<file path="config.mk">
export PLATFORM = sky130hd
export DESIGN_NAME = dest_tag_pipe
export DESIGN_NICKNAME = d
export VERILOG_FILES = /design/src/rtl/dest_tag_pipe_pkg.sv /design/src/rtl/dest_tag_pipe_stage.sv /design/src/rtl/dest_tag_pipe.sv
export SDC_FILE = /design/constraint.sdc
export NUM_CORES = 1
export LEC_CHECK = 0
export CAP_MARGIN = 10
export CELL_PAD_IN_SITES_DETAIL_PLACEMENT = 1
export CELL_PAD_IN_SITES_GLOBAL_PLACEMENT = 1
export CORE_UTILIZATION = 34
export DETAILED_ROUTE_END_ITERATION = 8
export MAX_ROUTING_LAYER = met4
export PLACE_DENSITY = 0.81
export SLEW_MARGIN = 20
export SYNTH_ARGS = -nofsm -noshare
export SYNTH_HDL_FRONTEND = slang
export SYNTH_SLANG_ARGS = --single-unit
</file>
<file path="constraint.sdc">
create_clock -name i_clk -period 2.25 [get_ports i_clk]
set_input_delay 0.3375 -clock i_clk [delete_from_list [all_inputs] [get_ports i_clk]]
set_output_delay 0.3375 -clock i_clk [all_outputs]
set_load 0.02 [all_outputs]
</file>
<file path="src/rtl/dest_tag_pipe_pkg.sv">
// Shared widths for the dual-lane destination-tag pipeline.
// A tag bundle is {rd, regwrite, memread}.
package dest_tag_pipe_pkg;

  localparam int DEF_AWIDTH = 5;
  localparam int NUM_LANES  = 2;
  localparam int TAG_WIDTH  = DEF_AWIDTH + 2;

  function automatic int tag_width(input int awidth);
    return awidth + 2;
  endfunction

endpackage

</file>
<file path="src/rtl/dest_tag_pipe_stage.sv">
// One lane, one pipeline stage of the destination tag.
// A synchronous bubble loads an all-zero tag.
import dest_tag_pipe_pkg::*;

module dest_tag_stage #(
  parameter int AWIDTH = DEF_AWIDTH
) (
  input  logic              clk,
  input  logic              rst_n,
  input  logic              bubble,
  input  logic [AWIDTH-1:0] d_rd,
  input  logic              d_regwrite,
  input  logic              d_memread,
  output logic [AWIDTH-1:0] q_rd,
  output logic              q_regwrite,
  output logic              q_memread
);

  localparam int TW = tag_width(AWIDTH);

  logic [TW-1:0] tag;

  always_ff @(posedge clk or negedge rst_n) begin
    if (!rst_n) begin
      tag <= '0;
    end else if (bubble) begin
      tag <= '0;
    end else begin
      tag <= {d_rd, d_regwrite, d_memread};
    end
  end

  assign q_rd       = tag[TW-1:2];
  assign q_regwrite = tag[1];
  assign q_memread  = tag[0];

endmodule

</file>
<file path="src/rtl/dest_tag_pipe.sv">
// Producer side of the dual-issue forwarding interface: qualifies decode
// tags, resolves same-pair WAW, carries tags through EX and WB, counts stalls.
import dest_tag_pipe_pkg::*;

module dest_tag_pipe #(
  parameter int AWIDTH = DEF_AWIDTH,
  parameter int CWIDTH = 16
) (
  input  logic              i_clk,
  input  logic              i_rst_n,
  input  logic [1:0]        ds_i_valid,
  input  logic [AWIDTH-1:0] ds_i_addr_rd0,
  input  logic [AWIDTH-1:0] ds_i_addr_rd1,
  input  logic [1:0]        ds_i_regwrite,
  input  logic [1:0]        ds_i_memread,
  input  logic              i_stall,
  input  logic              i_flush,
  output logic [AWIDTH-1:0] ex_o_addr_rd0,
  output logic [AWIDTH-1:0] ex_o_addr_rd1,
  output logic [1:0]        ex_o_regwrite,
  output logic [1:0]        ex_o_memread,
  output logic [AWIDTH-1:0] wb_o_addr_rd0,
  output logic [AWIDTH-1:0] wb_o_addr_rd1,
  output logic [1:0]        wb_o_regwrite,
  output logic [CWIDTH-1:0] o_stall_cnt
);

  logic [AWIDTH-1:0]    ds_rd [NUM_LANES];
  logic [AWIDTH-1:0]    ex_rd [NUM_LANES];
  logic [AWIDTH-1:0]    wb_rd [NUM_LANES];
  logic [NUM_LANES-1:0] rw_eff;
  logic [NUM_LANES-1:0] rw_cap;
  logic [NUM_LANES-1:0] mr_cap;
  logic [NUM_LANES-1:0] wb_memread_unused;
  logic                 waw;
  logic                 ex_bubble;
  logic [CWIDTH-1:0]    stall_cnt;

  assign ds_rd[0] = ds_i_addr_rd0;
  assign ds_rd[1] = ds_i_addr_rd1;

  always_comb begin
    rw_eff[0] = ds_i_valid[0] & ds_i_regwrite[0] & (ds_i_addr_rd0 != '0);
    rw_eff[1] = ds_i_valid[1] & ds_i_regwrite[1] & (ds_i_addr_rd1 != '0);
    // Younger lane 1 wins a same-pair write to the same register.
    waw       = rw_eff[0] & rw_eff[1] & (ds_i_addr_rd0 == ds_i_addr_rd1);
    rw_cap    = rw_eff & ~{1'b0, waw};
    mr_cap    = ds_i_valid & ds_i_memread & rw_cap;
  end

  assign ex_bubble = i_stall | i_flush;

  for (genvar n = 0; n < NUM_LANES; n++) begin : g_lane
    dest_tag_stage #(.AWIDTH(AWIDTH)) u_ex (
      .clk        (i_clk),
      .rst_n      (i_rst_n),
      .bubble     (ex_bubble),
      .d_rd       (ds_rd[n]),
      .d_regwrite (rw_cap[n]),
      .d_memread  (mr_cap[n]),
      .q_rd       (ex_rd[n]),
      .q_regwrite (ex_o_regwrite[n]),
      .q_memread  (ex_o_memread[n])
    );

    // WB never freezes or clears; memread is not carried past EX.
    dest_tag_stage #(.AWIDTH(AWIDTH)) u_wb (
      .clk        (i_clk),
      .rst_n      (i_rst_n),
      .bubble     (1'b0),
      .d_rd       (ex_rd[n]),
      .d_regwrite (ex_o_regwrite[n]),
      .d_memread  (1'b0),
      .q_rd       (wb_rd[n]),
      .q_regwrite (wb_o_regwrite[n]),
      .q_memread  (wb_memread_unused[n])
    );
  end

  assign ex_o_addr_rd0 = ex_rd[0];
  assign ex_o_addr_rd1 = ex_rd[1];
  assign wb_o_addr_rd0 = wb_rd[0];
  assign wb_o_addr_rd1 = wb_rd[1];

  always_ff @(posedge i_clk or negedge i_rst_n) begin
    if (!i_rst_n) begin
      stall_cnt <= '0;
    end else if (i_stall && (stall_cnt != '1)) begin
      stall_cnt <= stall_cnt + CWIDTH'(1);
    end
  end

  assign o_stall_cnt = stall_cnt;

endmodule

</file>
==> impl_metrics.json, run 1 <==
{
  "drive_gt1_frac": 0.144,
  "cts_buffers": 5,
  "cp-end-kind": "flip-flop",
  "initial_core_util": 0.362,
  "clock_sinks": 42,
  "nNetsFinal": 216,
  "grt_first_pass_wirelength_um": 6280,
  "synth_nets": 154,
  "cts_tree": "yes",
  "drt-initial-drc-count": 35,
  "ys_async_sr_fraction": 1.00,
  "core_area_um2": 4850,
  "min_period_ns": 1.87,
  "clock_latency_ns": 0.29,
  "cpPeakStageDelay_ns": 0.52,
  "crit_family": "simple AND/OR/NAND/NOR gates",
  "criticalPathCategory": "reg2reg",
  "ir_drop_v": 0.000318,
  "synth_area_leaders": "dfrtp_1, xor2_1, and2_1, buf_4, a211oi_2",
  "critPathMaxFanout": 12,
  "h-tree-depth": 2,
  "maxSlewViolCount": 0,
  "root_buffer": "clkbuf_8",
  "synth_cell_types": 34,
  "nFillCells": 523,
  "ys_ff_latch": 42,
  "viasPerCell": 4.81,
  "grt_max_degree": 31,
  "num_antenna_cells": 0,
  "postRouteAntennaNets": 0,
  "p_total_mw": 1.83,
  "ys.flop_type": "dfrtp_1",
  "vias": 1261,
  "dp.final_hpwl_um": 3200,
  "cts.repair.resized": 0,
  "placementRows": 25,
  "totalWireLength_um": 4120,
  "yosys_warnings": 0,
  "timing.final.crit_share": 0.831,
  "avgSynthCellArea_um2": 13.2,
  "dieArea_um2": 5460,
  "yosysTopAreaCell": "dfrtp_1",
  "netlist_area_um2": 1760,
  "rsz0062_at_grt": "no",
  "wl_per_cell_um": 15.7,
  "grt_overflow": 0,
  "cp-start-kind": "flip-flop",
  "reg2reg_slack_ns": 0.38,
  "setup_tns_ns": 0,
  "synth_cells": 133,
  "syn_to_final_growth_pct": 41.3,
  "antenna_found_initial": 0,
  "track_usage": 0.166,
  "critical_path_buf_inv_count": 0,
  "setup_viol": 0,
  "r2r-end": "o_stall_cnt[2]",
  "hold_buffers": 0,
  "hp-class": "in2async",
  "grt_pass1_vias": 1316,
  "worstMarginPinSlew_ns": 0.661,
  "cts.path.max_buffers": 2,
  "yosysSeqAreaShare": 0.598,
  "timing.rr.start": "o_stall_cnt[0]",
  "chipWidth_um": 73.9,
  "gp_congestion": 0.787,
  "power_density_nw_per_um2": 737,
  "netlist.area_leader.share": 0.598,
  "postCtsSetupRepairBufs": 0,
  "worstPathCellList": "ha_1 -> nand4_1 -> nor3_4 -> a21oi_1 -> xor2_1",
  "cap_violations": 0,
  "finalHoldViolCount": 0,
  "die_h_um": 73.9,
  "drc": 0,
  "drtPass1Iterations": 4,
  "p_leak_nw": 1.13,
  "fmax_mhz": 535,
  "synth-edff-count": 0,
  "port_buffers": 61,
  "slew_headroom": 0.559,
  "clock_skew_ns": 0.00683,
  "arrival_ns": 2.04,
  "outcome": "finished clean",
  "cp_data_required_time_ns": 2.42,
  "crit_path_top_delay_cell": "nor3_4",
  "io_pins": 62,
  "clk_pin_slew_worst_paths_ns": 0.08,
  "rr_worst_depth": 5
}
## worst register-to-register path, cell delays in order, from the launching register on
cell,delay [ns]
dfrtp_1,0.43
ha_1,0.23
nand4_1,0.24
nor3_4,0.52
a21oi_1,0.16
xor2_1,0.18
## layer usage
metal	track usage	part of all wire	vias to the layer above
met5	-	0	-
met4	0.0449	0.0061	0
met3	0.0631	0.074	4
met2	0.288	0.52	48
met1	0.176	0.40	627
li1	-	-	582
## registers in the layout, indices dropped and copies added, names as in the netlist
| name | count |
|---|---|
| g_lane.u_ex.tag | 14 |
| o_stall_cnt | 16 |
| g_lane.u_wb.tag | 12 |
## cell families (layout without fill, tap and decap cells)
logic type	count (synthesis)	after routing	share of synthesized area
DFF	42	42	0.598
and+or+nand+nor	48	48	0.184
adders and majority gates	1	1	0.00712
buffers and inverters	9	71	0.0370
xor gates and xnor gates	18	18	0.0897
AOI/OAI and AO/OA	14	14	0.0769
muxes	1	1	0.00641
## cells in the final DEF, fill, tap and decap left out, types with 4 or more instances in the layout
master           Yosys  routed
clkbuf_8             0       5
clkdlybuf4s50_1      0      60
xor2_1              17      17
dfrtp_1             42      42
and2_1               9       9
nand2_1              7       7
a21oi_1              5       5
nand3_1              5       5
and3_1               4       4
nor2_1               4       4
## Yosys cell counts, types with 2 or more instances
cell type and number:
dfrtp_1 42, xor2_1 17, and2_1 9, nand2_1 7
buf_4 6, a21oi_1 5, nand3_1 5, and3_1 4
nor2_1 4, a211oi_2 3, nor3_1 3, nor4_2 3
and2_2 2, nand4_1 2, nand4_2 2
## how the worst max path moves through the flow
stage                                 from               endpoint  cells past startpoint  slack, ns
after floorplan             o_stall_cnt[0]         o_stall_cnt[1]                      4       0.47
after global placement    ds_i_addr_rd1[3]  g_lane[0].u_ex.tag[0]                      5       0.34
after detailed placement  ds_i_addr_rd0[2]  g_lane[0].u_ex.tag[0]                      5       0.30
after CTS                   o_stall_cnt[0]         o_stall_cnt[4]                      5       0.38
after global routing        o_stall_cnt[0]         o_stall_cnt[2]                      5       0.20
final                       o_stall_cnt[0]         o_stall_cnt[2]                      5       0.38
## power breakdown
part	switching [mW]	internal (mW)	leakage (nW)
clock	0.242	0.208	0.0438
combinational	0.225	0.223	0.524
sequential	0.101	0.830	0.563
## final cells by class
type | count | area [um^2] | share of cell area
clock buffer | 5 | 68.8 | 0.0277
tap | 67 | 83.8 | 0.0338
clock inverter | 2 | 10.0 | 0.00403
multi-input combinational | 82 | 641 | 0.258
timing repair buffer | 64 | 628 | 0.253
sequential | 42 | 1050 | 0.423
## per-stage QoR
stage | instances | hold slack, ns | util | cell area [um^2] | setup slack (ns)
final | 262 | 0.0716 | 0.512 | 2480 | 0.381
after global routing | 262 | 0.112 | 0.512 | 2480 | 0.199
after CTS | 262 | 0.0845 | 0.512 | 2480 | 0.376
after detailed placement | 255 | 0.358 | 0.496 | 2400 | 0.301
after global placement | 255 | 0.361 | 0.496 | 2400 | 0.339
after floorplan | 133 | 0.0419 | - | 1760 | 0.471
Note: power is estimated with default switching activity, not from simulation.
==> inputs of run 2 (changes only) <==
clock period = 1.91 ns   (was 2.25 ns; I/O delays follow)
==> impl_metrics.json, run 2 (synthesized netlist as in run 1, its figures left out) <==
{
  "dieArea_um2": 5460,
  "cts_tree": "yes",
  "io_pins": 62,
  "pre_cts_ws_ns": -0.00445,
  "track_usage": 0.180,
  "grt_max_degree": 43,
  "timing.rr.start": "o_stall_cnt[0]",
  "cp-end-kind": "flip-flop",
  "placed_area_um2": 2430,
  "hp-class": "in2async",
  "cpPeakStageDelay_ns": 0.44,
  "rr_worst_depth": 5,
  "drtPass1Iterations": 2,
  "grt_overflow": 0,
  "p_total_mw": 2.48,
  "clock_skew_ns": 0.00475,
  "finalInstanceArea_um2": 2580,
  "antenna_found_initial": 0,
  "die_h_um": 73.9,
  "num_antenna_cells": 0,
  "clock_latency_ns": 0.29,
  "port_buffers": 61,
  "timing.final.crit_share": 0.935,
  "clk_pin_slew_worst_paths_ns": 0.08,
  "outcome": "finished clean",
  "reg2reg_slack_ns": 0.12,
  "drt-initial-drc-count": 39,
  "cap_violations": 0,
  "crit_path_top_delay_cell": "dfrtp_1",
  "rsz0062_at_grt": "no",
  "h-tree-depth": 2,
  "ir_drop_v": 0.000383,
  "dp.final_hpwl_um": 3300,
  "min_period_ns": 1.79,
  "core_area_um2": 4850,
  "final_common_cell": "clkdlybuf4s50_1",
  "layout_setup_ws_ns": 0.125,
  "largest_reg_flops": 16,
  "drc": 0,
  "cp-start-kind": "flip-flop",
  "utilization": 0.532,
  "vias": 1238,
  "r2r-end": "o_stall_cnt[1]",
  "chipWidth_um": 73.9,
  "drive_gt1_frac": 0.169,
  "final_cell_mix": "clkdlybuf4s50_1, dfrtp_1, xor2_1",
  "root_buffer": "clkbuf_8",
  "worstMarginPinSlew_ns": 0.531,
  "viasPerCell": 4.62,
  "arrival_ns": 1.96,
  "p_leak_nw": 1.18,
  "gp_congestion": 0.788,
  "criticalPathCategory": "reg2reg",
  "critPathMaxFanout": 4,
  "cp_data_required_time_ns": 2.09,
  "power_density_nw_per_um2": 962,
  "wl_per_cell_um": 16.0,
  "grt_first_pass_wirelength_um": 6840,
  "nNetsFinal": 221,
  "startpoint": "o_stall_cnt[0]",
  "setup_viol": 0,
  "postRouteAntennaNets": 0,
  "totalWireLength_um": 4280,
  "clock_sinks": 42,
  "nFillCells": 507,
  "finalHoldViolCount": 0,
  "worstPathCellList": "ha_1 -> nand4_1 -> buf_4 -> o41ai_4 -> mux2_1",
  "maxSlewViolCount": 0,
  "cts_buffers": 5,
  "grt_pass1_vias": 1373,
  "cts.path.max_buffers": 2,
  "initial_core_util": 0.362,
  "slew_headroom": 0.646,
  "fmax_mhz": 560,
  "placementRows": 25,
  "syn_to_final_growth_pct": 46.8
}
==> run 2: changes by cell type in the layout (fill, tap and decap cells not counted), sizes merged <==
| cell | delta |
|---|---|
| buf | +5 |
| bufinv | +2 |
| clkinv | -1 |
==> run 2: worst max path at each step <==
stage                             to  slack (ns)  depth (start not counted)
6_report              o_stall_cnt[1]        0.12                          5
2_1_floorplan         o_stall_cnt[1]        0.13                          4
4_1_cts              o_stall_cnt[10]        0.03                          6
5_1_grt               o_stall_cnt[1]        0.03                          5
3_3_place_gp   g_lane[0].u_ex.tag[0]        0.08                          5
3_5_place_dp   g_lane[0].u_ex.tag[0]      -0.004                          5
==> run 2: final cells by class <==
class | instances | area, um^2 | share of cell area
Tap cell | 67 | 83.8 | 0.0325
Clock buffer | 5 | 68.8 | 0.0267
Multi-Input combinational cell | 82 | 641 | 0.248
Timing Repair Buffer | 69 | 666 | 0.258
Clock inverter | 3 | 68.8 | 0.0267
Sequential cell | 42 | 1050 | 0.408
==> run 2: where the power goes <==
part	internal [mW]	switching (mW)	leakage (nW)
clock network	0.524	0.321	0.0683
registers	0.978	0.123	0.563
logic	0.266	0.268	0.548
==> run 2: worst max-delay path, delay by kind of cell, from the launching register on <==
family / cells / cell delay (ns)
AO/OA/AOI/OAI: 1 / 0.34
buffers and inverters: 1 / 0.17
adder cells (fa/ha/maj): 1 / 0.26
multiplexers: 1 / 0.36
flip-flops: 1 / 0.44
AND/OR/NAND/NOR: 1 / 0.10
==> run 2: through the flow <==
stage | hold WS [ns] | cells | setup TNS (ns)
after floorplan | -0.00909 | 133 | 0
final | 0.0497 | 268 | 0
after CTS | 0.0646 | 266 | 0
after global routing | 0.0878 | 268 | 0
after global placement | 0.359 | 258 | 0
after detailed placement | 0.360 | 258 | -0.00445
==> run 2: timing repair <==
| item | CTS | global route |
|---|---|---|
| hold buffers | 0 | 0 |
| endpoints found under the setup margin | 0 | 9 |
| setup buffers | 0 | 2 |
| gates resized for setup | 0 | 0 |
==> run 2: layer usage <==
| metal | global-route usage | wire, um | up-vias |
|---|---|---|---|
| li1 | - | - | 589 |
| met2 | 0.313 | 2260 | 48 |
| met5 | - | 0 | - |
| met4 | 0.0449 | 28 | 0 |
| met1 | 0.193 | 1700 | 597 |
| met3 | 0.0658 | 286 | 4 |
==> inputs of run 3 (changes only) <==
CORE_UTILIZATION = 48   (was 34)
DONT_BUFFER_PORTS = 1   (was not set)
HOLD_SLACK_MARGIN = 0.05   (was not set)
PLACE_DENSITY = 0.8   (was 0.81)
==> impl_metrics.json, run 3 (synthesized netlist as in run 1, its figures left out) <==
{
  "setup_tns_ns": 0,
  "clock_skew_ns": 0.00779,
  "cpPeakStageDelay_ns": 0.40,
  "p_total_mw": 2.10,
  "crit_family": "compound AO/OA/AOI/OAI gates",
  "finalNonFillerCells": 206,
  "layout_setup_ws_ns": 0.235,
  "io_pins": 62,
  "dp.final_hpwl_um": 2590,
  "crit_path_top_delay_cell": "o41ai_4",
  "clock_sinks": 42,
  "drive_gt1_frac": 0.263,
  "drc": 0,
  "cts_buffers": 5,
  "place_inst": 186,
  "cp-start-kind": "flip-flop",
  "vias": 1126,
  "core_area_um2": 3420,
  "initial_core_util": 0.514,
  "slew_headroom": 0.679,
  "h-tree-depth": 2,
  "cts.path.max_buffers": 2,
  "num_antenna_cells": 0,
  "worstMarginPinSlew_ns": 0.478,
  "final_common_cell": "dfrtp_1",
  "placementRows": 21,
  "die_h_um": 62.5,
  "ir_drop_v": 0.000533,
  "criticalPathCategory": "reg2reg",
  "clk_pin_slew_worst_paths_ns": 0.11,
  "power_density_nw_per_um2": 1010,
  "clock_latency_ns": 0.36,
  "min_period_ns": 1.68,
  "postRouteAntennaNets": 0,
  "syn_to_final_growth_pct": 18.4,
  "worstPathCellList": "ha_1 -> nand4_1 -> o41ai_4 -> mux2_1",
  "critPathMaxFanout": 4,
  "outcome": "finished clean",
  "timing.final.crit_share": 0.877,
  "setup_viol": 0,
  "maxSlewViolCount": 0,
  "cts_tree": "yes",
  "fmax_mhz": 597,
  "hp-class": "in2reg",
  "largest_reg_flops": 16,
  "gr-usage-met2": 0.353,
  "grt_pass1_vias": 1261,
  "grtUsageMet3": 0.0730,
  "grt_first_pass_wirelength_um": 6400,
  "antenna_found_initial": 0,
  "gp_congestion": 0.763,
  "arrival_ns": 1.92,
  "grt_max_degree": 43,
  "pre_cts_ws_ns": 0.242,
  "top_usage_layer": "met2",
  "cp-end-kind": "flip-flop",
  "nNetsFinal": 180,
  "track_usage": 0.227,
  "viasPerCell": 5.47,
  "totalWireLength_um": 3750,
  "port_buffers": 0,
  "p_leak_nw": 1.03,
  "grt_overflow": 0,
  "nFillCells": 341,
  "postCtsSetupRepairBufs": 0,
  "final_cell_mix": "dfrtp_1, xor2_1, buf_4",
  "rsz0062_at_grt": "no",
  "dieArea_um2": 3910,
  "wl_per_cell_um": 18.2,
  "drtPass1Iterations": 2,
  "root_buffer": "clkbuf_4",
  "chipWidth_um": 62.5,
  "critical_path_buf_inv_count": 0,
  "cp_data_required_time_ns": 2.16,
  "use_met1": 0.263,
  "drt-initial-drc-count": 35,
  "cap_violations": 0,
  "finalHoldViolCount": 0,
  "whs_ns": 0.0724
}
run 3: per-layer routing:
layer / routed length, um / up-vias
met4: 104 / 0
met2: 1830 / 42
met3: 233 / 8
met5: 0 / -
met1: 1580 / 567
li1: - / 509
run 3: worst register-to-register path, cell delays in order, from the launching register on:
cell,delay (ns)
dfrtp_1,0.38
ha_1,0.21
nand4_1,0.23
o41ai_4,0.40
mux2_1,0.35
run 3: stage by stage:
step,utilization,area [um^2]
after floorplan,-,1760
after global placement,0.547,1870
after detailed placement,0.547,1870
after CTS,0.606,2070
after global routing,0.609,2080
final,0.609,2080
run 3: worst paths after layout:
kind / depth (start not counted) / end / start / slack [ns]
hold reg to reg: 0 / g_lane[0].u_wb.tag[1] / g_lane[0].u_ex.tag[1] / 0.53
hold / removal: 2 / o_stall_cnt[0] / i_stall / 0.07
setup / recovery: 4 / o_stall_cnt[1] / o_stall_cnt[0] / 0.23
setup reg to reg: 4 / o_stall_cnt[1] / o_stall_cnt[0] / 0.23
max in group asynchronous: 2 / o_stall_cnt[0] / i_rst_n / 1.34
min in group asynchronous: 2 / o_stall_cnt[14] / i_rst_n / 0.37
run 3: repair_timing:
action                    in CTS  in global routing
hold endpoints to repair      51                  1
hold buffers                  11                  1
resized for setup              0                  0
run 3: cell type report:
type / instances / area (um^2) / share of cell area
flip-flops and latches: 42 / 1050 / 0.505
repair buffers: 28 / 250 / 0.120
multi-input cells: 82 / 641 / 0.308
well taps: 46 / 57.6 / 0.0277
clock buffers: 5 / 37.5 / 0.0180
clock inverters: 3 / 43.8 / 0.0210
run 3: power by group:
| part | switching, mW | leakage (nW) | total (mW) | internal (mW) |
|---|---|---|---|---|
| Sequential | 0.109 | 0.563 | 1.09 | 0.978 |
| Combinational | 0.259 | 0.426 | 0.441 | 0.182 |
| Clock | 0.294 | 0.0456 | 0.572 | 0.278 |
| Total | 0.662 | 1.03 | 2.10 | 1.44 |
